$ cat src/rtl/cla_slice_sequencer.sv
// Multi-cycle WIDTH-bit adder/subtractor that reuses one 4-bit carry-lookahead slice per clock.
// Optional macro SLICE_SUB_EN enables op_sub (B inversion, carry-in 1); otherwise add-only.
module cla_slice_sequencer #(
    parameter int WIDTH = 32,
    parameter int SLICE = 4
) (
    input  logic             clk,
    input  logic             rst,
    input  logic             start,
    input  logic             op_sub,
    input  logic [WIDTH-1:0] a,
    input  logic [WIDTH-1:0] b,
    output logic             busy,
    output logic             done,
    output logic [WIDTH-1:0] sum,
    output logic             cout,
    output logic             ovf,
    output logic             zero
);
    localparam int NSLICE = WIDTH / SLICE;
    localparam int CW     = (NSLICE > 1) ? $clog2(NSLICE) : 1;

    typedef enum logic [1:0] {IDLE, RUN, DONE} state_t;

    state_t             state, state_nxt;
    logic [WIDTH-1:0]   a_q, b_q, b_eff;
    logic               carry_q, carry_init;
    logic [CW-1:0]      cnt;
    logic [CW+1:0]      base;
    logic               accept, last;
    logic [SLICE-1:0]   nib_a, nib_b, nib_g, nib_p, nib_sum;
    logic [SLICE:0]     nib_c;

`ifdef SLICE_SUB_EN
    assign b_eff      = op_sub ? ~b : b;
    assign carry_init = op_sub;
`else
    logic unused_op_sub;
    assign unused_op_sub = op_sub;
    assign b_eff         = b;
    assign carry_init    = 1'b0;
`endif

    // Slice is fixed at 4 bits, so the nibble base is cnt*4.
    assign base  = {cnt, 2'b00};
    assign nib_a = a_q[base +: SLICE];
    assign nib_b = b_q[base +: SLICE];
    assign nib_g = nib_a & nib_b;
    assign nib_p = nib_a ^ nib_b;

    assign nib_c[0] = carry_q;
    assign nib_c[1] = nib_g[0] | (nib_p[0] & carry_q);
    assign nib_c[2] = nib_g[1] | (nib_p[1] & nib_g[0]) | (nib_p[1] & nib_p[0] & carry_q);
    assign nib_c[3] = nib_g[2] | (nib_p[2] & nib_g[1]) | (nib_p[2] & nib_p[1] & nib_g[0])
                    | (nib_p[2] & nib_p[1] & nib_p[0] & carry_q);
    assign nib_c[4] = nib_g[3] | (nib_p[3] & nib_g[2]) | (nib_p[3] & nib_p[2] & nib_g[1])
                    | (nib_p[3] & nib_p[2] & nib_p[1] & nib_g[0])
                    | (nib_p[3] & nib_p[2] & nib_p[1] & nib_p[0] & carry_q);
    assign nib_sum  = nib_p ^ nib_c[3:0];

    assign last = (cnt == CW'(NSLICE - 1));
    assign zero = (sum == '0);

    always_ff @(posedge clk or posedge rst) begin
        if (rst) state <= IDLE;
        else     state <= state_nxt;
    end

    always_comb begin
        state_nxt = state;
        busy      = 1'b0;
        done      = 1'b0;
        accept    = 1'b0;
        case (state)
            IDLE: begin
                if (start) begin
                    accept    = 1'b1;
                    state_nxt = RUN;
                end
            end
            RUN: begin
                busy = 1'b1;
                if (last) state_nxt = DONE;
            end
            DONE: begin
                done = 1'b1;
                // A start seen in DONE chains straight into the next operation.
                if (start) begin
                    accept    = 1'b1;
                    state_nxt = RUN;
                end else begin
                    state_nxt = IDLE;
                end
            end
            default: state_nxt = IDLE;
        endcase
    end

    always_ff @(posedge clk or posedge rst) begin
        if (rst) begin
            a_q     <= '0;
            b_q     <= '0;
            carry_q <= 1'b0;
            cnt     <= '0;
            sum     <= '0;
            cout    <= 1'b0;
            ovf     <= 1'b0;
        end else if (accept) begin
            a_q     <= a;
            b_q     <= b_eff;
            carry_q <= carry_init;
            cnt     <= '0;
        end else if (state == RUN) begin
            sum[base +: SLICE] <= nib_sum;
            carry_q            <= nib_c[SLICE];
            cnt                <= cnt + 1'b1;
            if (last) begin
                cout <= nib_c[SLICE];
                ovf  <= (a_q[WIDTH-1] == b_q[WIDTH-1]) & (nib_sum[SLICE-1] != a_q[WIDTH-1]);
            end
        end
    end
endmodule

$ cat config.mk
export PLATFORM = sky130hd
export DESIGN_NAME = cla_slice_sequencer
export DESIGN_NICKNAME = d
export VERILOG_FILES = /design/src/rtl/cla_slice_sequencer.sv
export SDC_FILE = /design/constraint.sdc
export NUM_CORES = 1
export LEC_CHECK = 0
export CAP_MARGIN = 20
export CORE_MARGIN = 2
export CORE_UTILIZATION = 46
export CTS_BUF_LIST = sky130_fd_sc_hd__clkbuf_4 sky130_fd_sc_hd__clkbuf_8 sky130_fd_sc_hd__clkbuf_16
export DETAILED_ROUTE_END_ITERATION = 8
export GPL_TIMING_DRIVEN = 1
export PLACE_DENSITY = 0.88
export RECOVER_POWER = 50
export SYNTH_ARGS = -nofsm -noshare
export SYNTH_HDL_FRONTEND = slang
export SYNTH_SLANG_ARGS = --single-unit
$ cat constraint.sdc
create_clock -name clk -period 3.4 [get_ports clk]
set_input_delay 0.68 -clock clk [delete_from_list [all_inputs] [get_ports clk]]
set_output_delay 0.68 -clock clk [all_outputs]
set_load 0.01 [all_outputs]
==> impl_results.md, run 1 <==
* Outcome: completed
* Post-DP HPWL at 7960 um
* Crit Path Max Fanout at 15
* Final Max Slew Viols at 0
* Slew @ Worst Pin at 1.32 ns
* Area delta synth->final at 30.1%
* #FFs+latches synth at 104
* Ant. Diodes at 0
* Post-route ant nets at 0
* Fraction of registers with async set/reset at 100%
* Post-CTS setup repair buffer count at 0
* TritonCTS Sinks at 104
* Pwr dens at 1050 nW/um^2
* Period minus WS final at 3.05 ns
* RSZ-0062 raised after global routing: false
* Net Count, Synth at 445
* Initial Util at 46.8%
* Setup Skew at 0.0185 ns
* I/O pins at 105
* CP endpoint: sum[11]$_DFFE_PP0P_
* Syn Std Cell Area at 4790 um^2
* Die Area at 11200 um^2
* Clock H-tree levels at 3
* Flop2flop setup slack at 0.35 ns
* Tcrit/Tclk final at 89.7%
* Cell variety after synth at 42
* Top cells by count, synth: 104 x dfrtp_1, 72 x mux2_2, 55 x nand2_1, 16 x mux4_2, 13 x o31ai_1
* Final GP Congestion at 0.808
* CP required at 3.68 ns
* Most common cell in the synthesized netlist: dfrtp_1
* Number of global-route vias before repair at 3576
* Seq/Total Area, Yosys at 54.4%
* Input/output buffers at 103
* Final wirelength at 10500 um
* Post-CTS Resized at 0
* LEAKAGE at 2.61 nW
* Clock latency on the worst-skew pair at 0.38 ns
* MaxCap Viol Count at 0
* Sum of negative setup slack at 0 ns
* Final hold vios at 0
* DRT iter0 DRCs at 166
* Congestion Overflow GR at 0
* TritonCTS clock tree: done
* Critical path class: register to register
* Cell taking the most area after synthesis: dfrtp_1
* Critical Path Source Type: register
* Yosys synthesis warning count at 0
* Reg-to-reg critical path startpoint: cnt[1]$_DFFE_PP0P_
* Longest Clk Path Bufs at 2
* Post-layout util at 60.9%
* Synth top area cells: dfrtp_1 54%, mux2_2 17%, mux4_2 7.5%
* Via count at 3322
* Nets at 553
* FMAX at 0.328 GHz
* Post-route DRC violation count at 0
* CTS root buf: clkbuf_8
* First-pass GRT wire length at 17700 um
* Die Height at 106 um
* Drt pass-1 iters at 4
* Initial antenna violation count at 0
* CP arrival at 3.33 ns
* Relative slew slack at 12.0%
* Reg clk slew, reported paths at 0.11 ns
* Clock buffer count from CTS at 9
* Critical path endpoint category: register
* Post-DR vias/cell at 5.41
* Reg2Reg Depth at 8
* Share of the synthesized area in the top cell type at 54.4%
* Avg WL per Cell at 17.1 um
* Largest net degree at the start of global routing at 53
* Total core area at 10200 um^2
* Total GRT Usage at 20.2%
* Worst min-delay path class: register to register
* Syn Area/Cell at 13.1 um^2
* Number of synthesized flops with an enable pin at 0
* # setup viols final at 0
* Max rail drop VDD at 0.000601 V
* Syn Inst Count at 365
* Main flop type after synthesis: dfrtp_1
* RR Endpoint: sum[11]$_DFFE_PP0P_
* Hold_ws at 0.505 ns
* Layout cells sized above 1 at 24.5%
* # rows at 37
* Die width at 106 um
* Critical path origin: cnt[1]$_DFFE_PP0P_
* Hold Buf Count CTS at 0
[placed cells by master (no fill, tap or decap), drive strengths merged, types with 2 or more instances in the layout]
cell / synthesis / layout
nand4b: 5 / 5
a22o: 2 / 2
o21ai: 14 / 14
nand4: 2 / 2
o31ai: 13 / 13
dlygate4sd3: 0 / 3
ha: 11 / 11
nor4: 8 / 8
nand2b: 2 / 2
nor2b: 3 / 3
buf: 5 / 7
dfrtp: 104 / 104
clkinvlp: 0 / 3
inv: 6 / 8
mux4: 16 / 16
a21oi: 2 / 2
bufinv: 0 / 2
nand3: 3 / 3
nor2: 8 / 8
nand3b: 2 / 2
mux2: 73 / 73
or3: 3 / 3
nand2: 55 / 55
clkdlybuf4s50: 0 / 100
clkbuf: 12 / 13
[area by class of cell]
cell class,instances,area [um^2]
fillers,796,4000
flip-flops and latches,104,2600
multi-input cells,237,2080
repair buffers,114,1120
well taps,136,170
clock buffers,9,124
clock inverters,7,101
inverters,7,27.5
[power breakdown]
group,total (W),switching [W],internal [W]
clock,0.000871,0.000449,0.000422
combinational,0.00350,0.00177,0.00173
sequential,0.00220,0.000385,0.00182
[flip-flops by register name (all words and copies together), names as in the netlist]
register / count
cout: 1
sum: 32
state: 2
b_q: 32
cnt: 3
a_q: 32
carry_q: 1
ovf: 1
[layer usage]
layer,up-vias,share of wire (%),track usage [%],wire length (um)
met3,17,4.8,4.48,506
met2,97,51,34.8,5340
met1,1670,42,25.0,4440
met4,0,1.9,7.61,197
li1,1538,-,-,-
met5,-,0,0,0
[per-stage QoR]
stage	area (um^2)	worst slack (ns)	power (W)	cells
CTS	6270	0.306	0.00664	614
finish	6230	0.352	0.00657	614
global placement	6040	0.429	0.00556	598
global route	6230	0.164	0.00706	614
detailed placement	6040	0.326	0.00577	598
floorplan	4790	0.302	0.00444	365
[critical path: stages, from the launching register on]
cell and delay (ns):
dfrtp_1 0.75, mux4_2 0.40, nand2_1 0.08, nand2_1 0.11, ha_1 0.33, a21o_1 0.19
and4_1 0.22, or3_1 0.55, o31ai_1 0.32
[cell families (layout without fill, tap and decap cells)]
group	count (synthesis)	count (layout)	share of synthesized area, %
XOR/XNOR	2	2	0.366
adder cells (fa/ha/maj)	12	12	3.29
AO/OA/AOI/OAI	38	38	5.23
buffers and inverters	24	137	2.22
flip-flops	104	104	54.4
AND/OR/NAND/NOR	96	96	9.77
multiplexers	89	89	24.8
[worst min-delay path by stage]
stage                              from                   to  slack (ns)  cells after the start
global route        a_q[30]$_DFFE_PP0P_  a_q[30]$_DFFE_PP0P_        0.53                      1
floorplan           a_q[26]$_DFFE_PP0P_  a_q[26]$_DFFE_PP0P_        0.48                      1
detailed placement  a_q[29]$_DFFE_PP0P_  a_q[29]$_DFFE_PP0P_        0.49                      1
global placement    b_q[15]$_DFFE_PP0P_  b_q[15]$_DFFE_PP0P_        0.48                      1
finish              b_q[13]$_DFFE_PP0P_  b_q[13]$_DFFE_PP0P_        0.51                      1
CTS                 b_q[13]$_DFFE_PP0P_  b_q[13]$_DFFE_PP0P_        0.51                      1
No activity file was read; power rests on OpenSTA's default activity.
==> run 2, diff against run 1 <==
CORE_MARGIN = unset   (was 2)
==> impl_results.md, run 2 (synthesized netlist as in run 1, its figures left out) <==
* Outcome: finished with violations
* Violated checks: max-capacitance violations, max-slew violations
* Initial antenna violation count at 0
* Reg-to-reg critical path startpoint: cnt[0]$_DFFE_PP0P_
* WP buf/inv at 1
* Clock buffer count from CTS at 9
* CTS root buf: clkbuf_8
* Post-route ant nets at 0
* CP arrival at 3.41 ns
* Input/output buffers at 103
* Slew @ Worst Pin at 1.59 ns
* Layout cells sized above 1 at 24.8%
* Hold Path End: a_q[11]$_DFFE_PP0P_
* Sum of negative setup slack at 0 ns
* Number of global-route vias before repair at 3600
* Ant. Diodes at 0
* Reg2Reg Depth at 9
* Via count at 3343
* Area delta synth->final at 28.7%
* Post-CTS setup repair buffer count at 0
* Hold_ws at 0.510 ns
* Longest Clk Path Bufs at 2
* FMAX at 0.319 GHz
* TritonCTS clock tree: done
* Die width at 104 um
* Total GRT Usage at 20.6%
* Avg WL per Cell at 16.6 um
* Hold Buf Count CTS at 0
* Critical path cell sequence: buf_4 > mux4_2 > nand2_1 > nand2_1 > ha_1 > a21oi_1 > nor2b_1 > or3_1 > o31ai_1
* CP required at 3.68 ns
* Drt pass-1 iters at 4
* RSZ-0062 raised after global routing: false
* WHS Path Cells at 1
* TritonCTS Sinks at 104
* Critical path class: register to register
* Final GP Congestion at 0.824
* Pwr dens at 1030 nW/um^2
* Worst Hold Launch: a_q[11]$_DFFE_PP0P_
* Post-CTS Resized at 0
* Worst min-delay path class: register to register
* Final instance area at 6160 um^2
* Crit Path Max Fanout at 10
* Largest regs: a_q x32, b_q x32, sum x32
* Max rail drop VDD at 0.000615 V
* Critical Path Source Type: register
* I/O pins at 105
* Post-DR vias/cell at 5.46
* Die Area at 10800 um^2
* Post-DP HPWL at 7720 um
* Largest net degree at the start of global routing at 67
* Final wirelength at 10200 um
* # rows at 36
* DP Area at 6030 um^2
* Relative slew slack at -5.78%
* Nets at 554
* Clock H-tree levels at 3
* Critical path endpoint category: register
* Most frequent cells in the layout: 104 x dfrtp_1, 101 x clkdlybuf4s50_1, 72 x mux2_2
* Placed cells at 596
* Most common cell after layout, fill and taps aside: dfrtp_1
* First-pass GRT wire length at 17600 um
* LEAKAGE at 2.59 nW
* CP max stage cell: dfrtp_1
* Largest stage delay, worst path at 0.68 ns
* Total core area at 9910 um^2
* Post-route DRC violation count at 0
* Reg clk slew, reported paths at 0.10 ns
* Die Height at 104 um
* Period minus WS final at 3.13 ns
* Fill cell count at 782
* Congestion Overflow GR at 0
* Clock latency on the worst-skew pair at 0.37 ns
* Setup Skew at 0.0146 ns
* Delay-heaviest family, CP: simple AND/OR/NAND/NOR gates
* # setup viols final at 0
* DRT iter0 DRCs at 194
* Tcrit/Tclk final at 92.1%
* RR Endpoint: sum[15]$_DFFE_PP0P_
* Crit path top cell by count: nand2_1
* Finished Layout Cells at 612
* Flop2flop setup slack at 0.27 ns
* Final Max Slew Viols at 67
* Final hold vios at 0
* Initial Util at 48.3%
* MaxCap Viol Count at 1
## run 2: changes by cell type in the layout (fill, tap and decap cells not counted), sizes merged
cell / change
clkdlybuf4s50: +1
clkinv: +3
dlygate4sd3: -1
bufinv: -2
inv: -1
buf: +1
## run 2: power breakdown
group          switching (W)  internal (W)
sequential          0.000411       0.00182
clock               0.000438      0.000273
combinational        0.00171       0.00173
## run 2: stage by stage
step	utilization, %	setup WS (ns)	power [W]
4_1_cts	62.7	0.199	0.00644
6_report	62.2	0.270	0.00638
3_5_place_dp	60.9	0.270	0.00573
3_3_place_gp	60.9	0.316	0.00555
5_1_grt	62.2	0.00985	0.00689
2_1_floorplan	-	0.302	0.00444
## run 2: area by class of cell
type / instances / area, um^2 / share of cell area, %
clock buffer: 9 / 124 / 2.01
clock inverter: 7 / 55.1 / 0.893
inverter: 7 / 27.5 / 0.447
multi-input combinational: 237 / 2080 / 33.7
sequential: 104 / 2600 / 42.2
tap: 133 / 166 / 2.70
timing repair buffer: 115 / 1110 / 18.0
## run 2: layer usage
metal | vias to the layer above | global-route usage (%) | part of all wire [%]
li1 | 1545 | - | -
met1 | 1680 | 25.8 | 43
met2 | 104 | 35.2 | 50
met3 | 14 | 4.57 | 5.6
met4 | 0 | 6.73 | 1.5
met5 | - | 0 | 0
## run 2: worst max path at each step
stage	cells after the start	start	end
floorplan	11	cnt[1]$_DFFE_PP0P_	sum[31]$_DFFE_PP0P_
global placement	9	cnt[0]$_DFFE_PP0P_	sum[31]$_DFFE_PP0P_
detailed placement	9	cnt[0]$_DFFE_PP0P_	sum[27]$_DFFE_PP0P_
CTS	9	cnt[0]$_DFFE_PP0P_	sum[15]$_DFFE_PP0P_
global route	9	cnt[0]$_DFFE_PP0P_	sum[15]$_DFFE_PP0P_
finish	9	cnt[0]$_DFFE_PP0P_	sum[15]$_DFFE_PP0P_
==> run 3, diff against run 2 <==
CELL_PAD_IN_SITES_DETAIL_PLACEMENT = 1   (was unset)
CELL_PAD_IN_SITES_GLOBAL_PLACEMENT = 2   (was unset)
CORE_UTILIZATION = 31   (was 46)
REMOVE_ABC_BUFFERS = 1   (was unset)
==> impl_results.md, run 3 (synthesized netlist as in run 1, its figures left out) <==
* Die Area at 15900 um^2
* CP arrival at 3.34 ns
* Largest net degree at the start of global routing at 64
* Clock buffer count from CTS at 9
* MaxCap Viol Count at 2
* Relative slew slack at -28.3%
* Crit Path Max Fanout at 11
* FMAX at 0.323 GHz
* Worst min-delay path class: register to register
* Clock latency on the worst-skew pair at 0.35 ns
* # rows at 45
* DRT iter0 DRCs at 156
* Period minus WS final at 3.09 ns
* Post-route DRC violation count at 0
* Post-DP HPWL at 8490 um
* Initial antenna violation count at 0
* Setup Skew at 0.00993 ns
* Most frequent cells in the layout: 104 x dfrtp_1, 101 x clkdlybuf4s50_1, 72 x mux2_2
* Total GRT Usage at 16.2%
* Reg clk slew, reported paths at 0.07 ns
* Final instance area at 6370 um^2
* Max rail drop VDD at 0.000474 V
* LEAKAGE at 2.65 nW
* Pwr dens at 1080 nW/um^2
* Total core area at 15100 um^2
* Layout cells sized above 1 at 24.7%
* Avg WL per Cell at 17.5 um
* Sum of negative setup slack at 0 ns
* RSZ-0062 raised after global routing: false
* Hold Buf Count CTS at 0
* Ant. Diodes at 0
* Die width at 126 um
* Post-DR vias/cell at 5.01
* Outcome: finished with violations
* Final GP Congestion at 0.719
* Critical Path Source Type: register
* Initial Util at 31.6%
* TritonCTS clock tree: done
* Tcrit/Tclk final at 90.9%
* Final Max Slew Viols at 71
* Post-CTS setup repair buffer count at 0
* Post-route ant nets at 0
* CTS root buf: clkbuf_16
* Critical path class: register to register
* Slew @ Worst Pin at 1.91 ns
* # setup viols final at 0
* Clock H-tree levels at 3
* Input/output buffers at 103
* Longest Clk Path Bufs at 2
* TritonCTS Sinks at 104
* Drt pass-1 iters at 4
* Nets at 552
* Number of global-route vias before repair at 3670
* First-pass GRT wire length at 19800 um
* Final wirelength at 11600 um
* Via count at 3329
* Congestion Overflow GR at 0
* Post-layout util at 42.1%
* Post-CTS Resized at 0
* Final hold vios at 0
* Critical path endpoint category: register
* Total power draw at 0.00690 W
* DP Area at 6080 um^2
* I/O pins at 105
* CP required at 3.65 ns
* Largest regs: a_q x32, b_q x32, sum x32
* Violated checks: max-capacitance violations, max-slew violations
* Most common cell after layout, fill and taps aside: dfrtp_1
* Area delta synth->final at 33.1%
* Die Height at 126 um
## run 3: cell types whose count changed in the layout (fill, tap and decap cells not counted), sizes merged
cell,before,now
bufinv,0,1
clkbuf,13,14
clkinv,4,1
inv,7,6
## run 3: worst max-delay path: stages, from the launching register on
cell	delay [ns]
dfrtp_1	0.74
mux4_2	0.42
nand2_1	0.08
nand2_1	0.10
ha_1	0.33
a21o_1	0.20
and4_1	0.22
or3_1	0.58
o31ai_1	0.32
## run 3: worst paths after layout
kind                                startpoint                   to  slack [ns]  cells past startpoint
setup / recovery            cnt[1]$_DFFE_PP0P_  sum[31]$_DFFE_PP0P_        0.31                      8
hold / removal             a_q[28]$_DFFE_PP0P_  a_q[28]$_DFFE_PP0P_        0.50                      1
setup reg to reg            cnt[1]$_DFFE_PP0P_  sum[31]$_DFFE_PP0P_        0.31                      8
hold reg to reg            a_q[28]$_DFFE_PP0P_  a_q[28]$_DFFE_PP0P_        0.50                      1
max in group asynchronous                  rst   a_q[8]$_DFFE_PP0P_        1.12                      3
min in group asynchronous                  rst   b_q[0]$_DFFE_PP0P_        1.28                      2
## run 3: final cells by class
cell class / instances / area (um^2)
clock buffer: 12 / 248
clock inverter: 4 / 53.8
fill: 1580 / 8770
inverter: 7 / 27.5
multi-input combinational: 237 / 2080
sequential: 104 / 2600
tap: 188 / 235
timing repair buffer: 113 / 1120
## run 3: metal layers
metal / wire length (um) / GRT usage [%]
met1: 5080 / 20.3
met2: 5880 / 27.2
met3: 530 / 3.99
met4: 127 / 5.53
met5: 0 / 0
## run 3: report_power, final
part,internal (W),total [W],switching [W]
combinational,0.00177,0.00362,0.00185
clock,0.000599,0.00106,0.000465
sequential,0.00182,0.00221,0.000389
total,0.00420,0.00690,0.00270
## run 3: through the flow
stage | cells | worst slack [ns] | hold slack (ns)
floorplan | 348 | -0.847 | 0.475
global placement | 649 | 0.377 | 0.478
detailed placement | 649 | 0.320 | 0.492
CTS | 665 | 0.289 | 0.509
global route | 665 | 0.0739 | 0.522
finish | 665 | 0.308 | 0.503
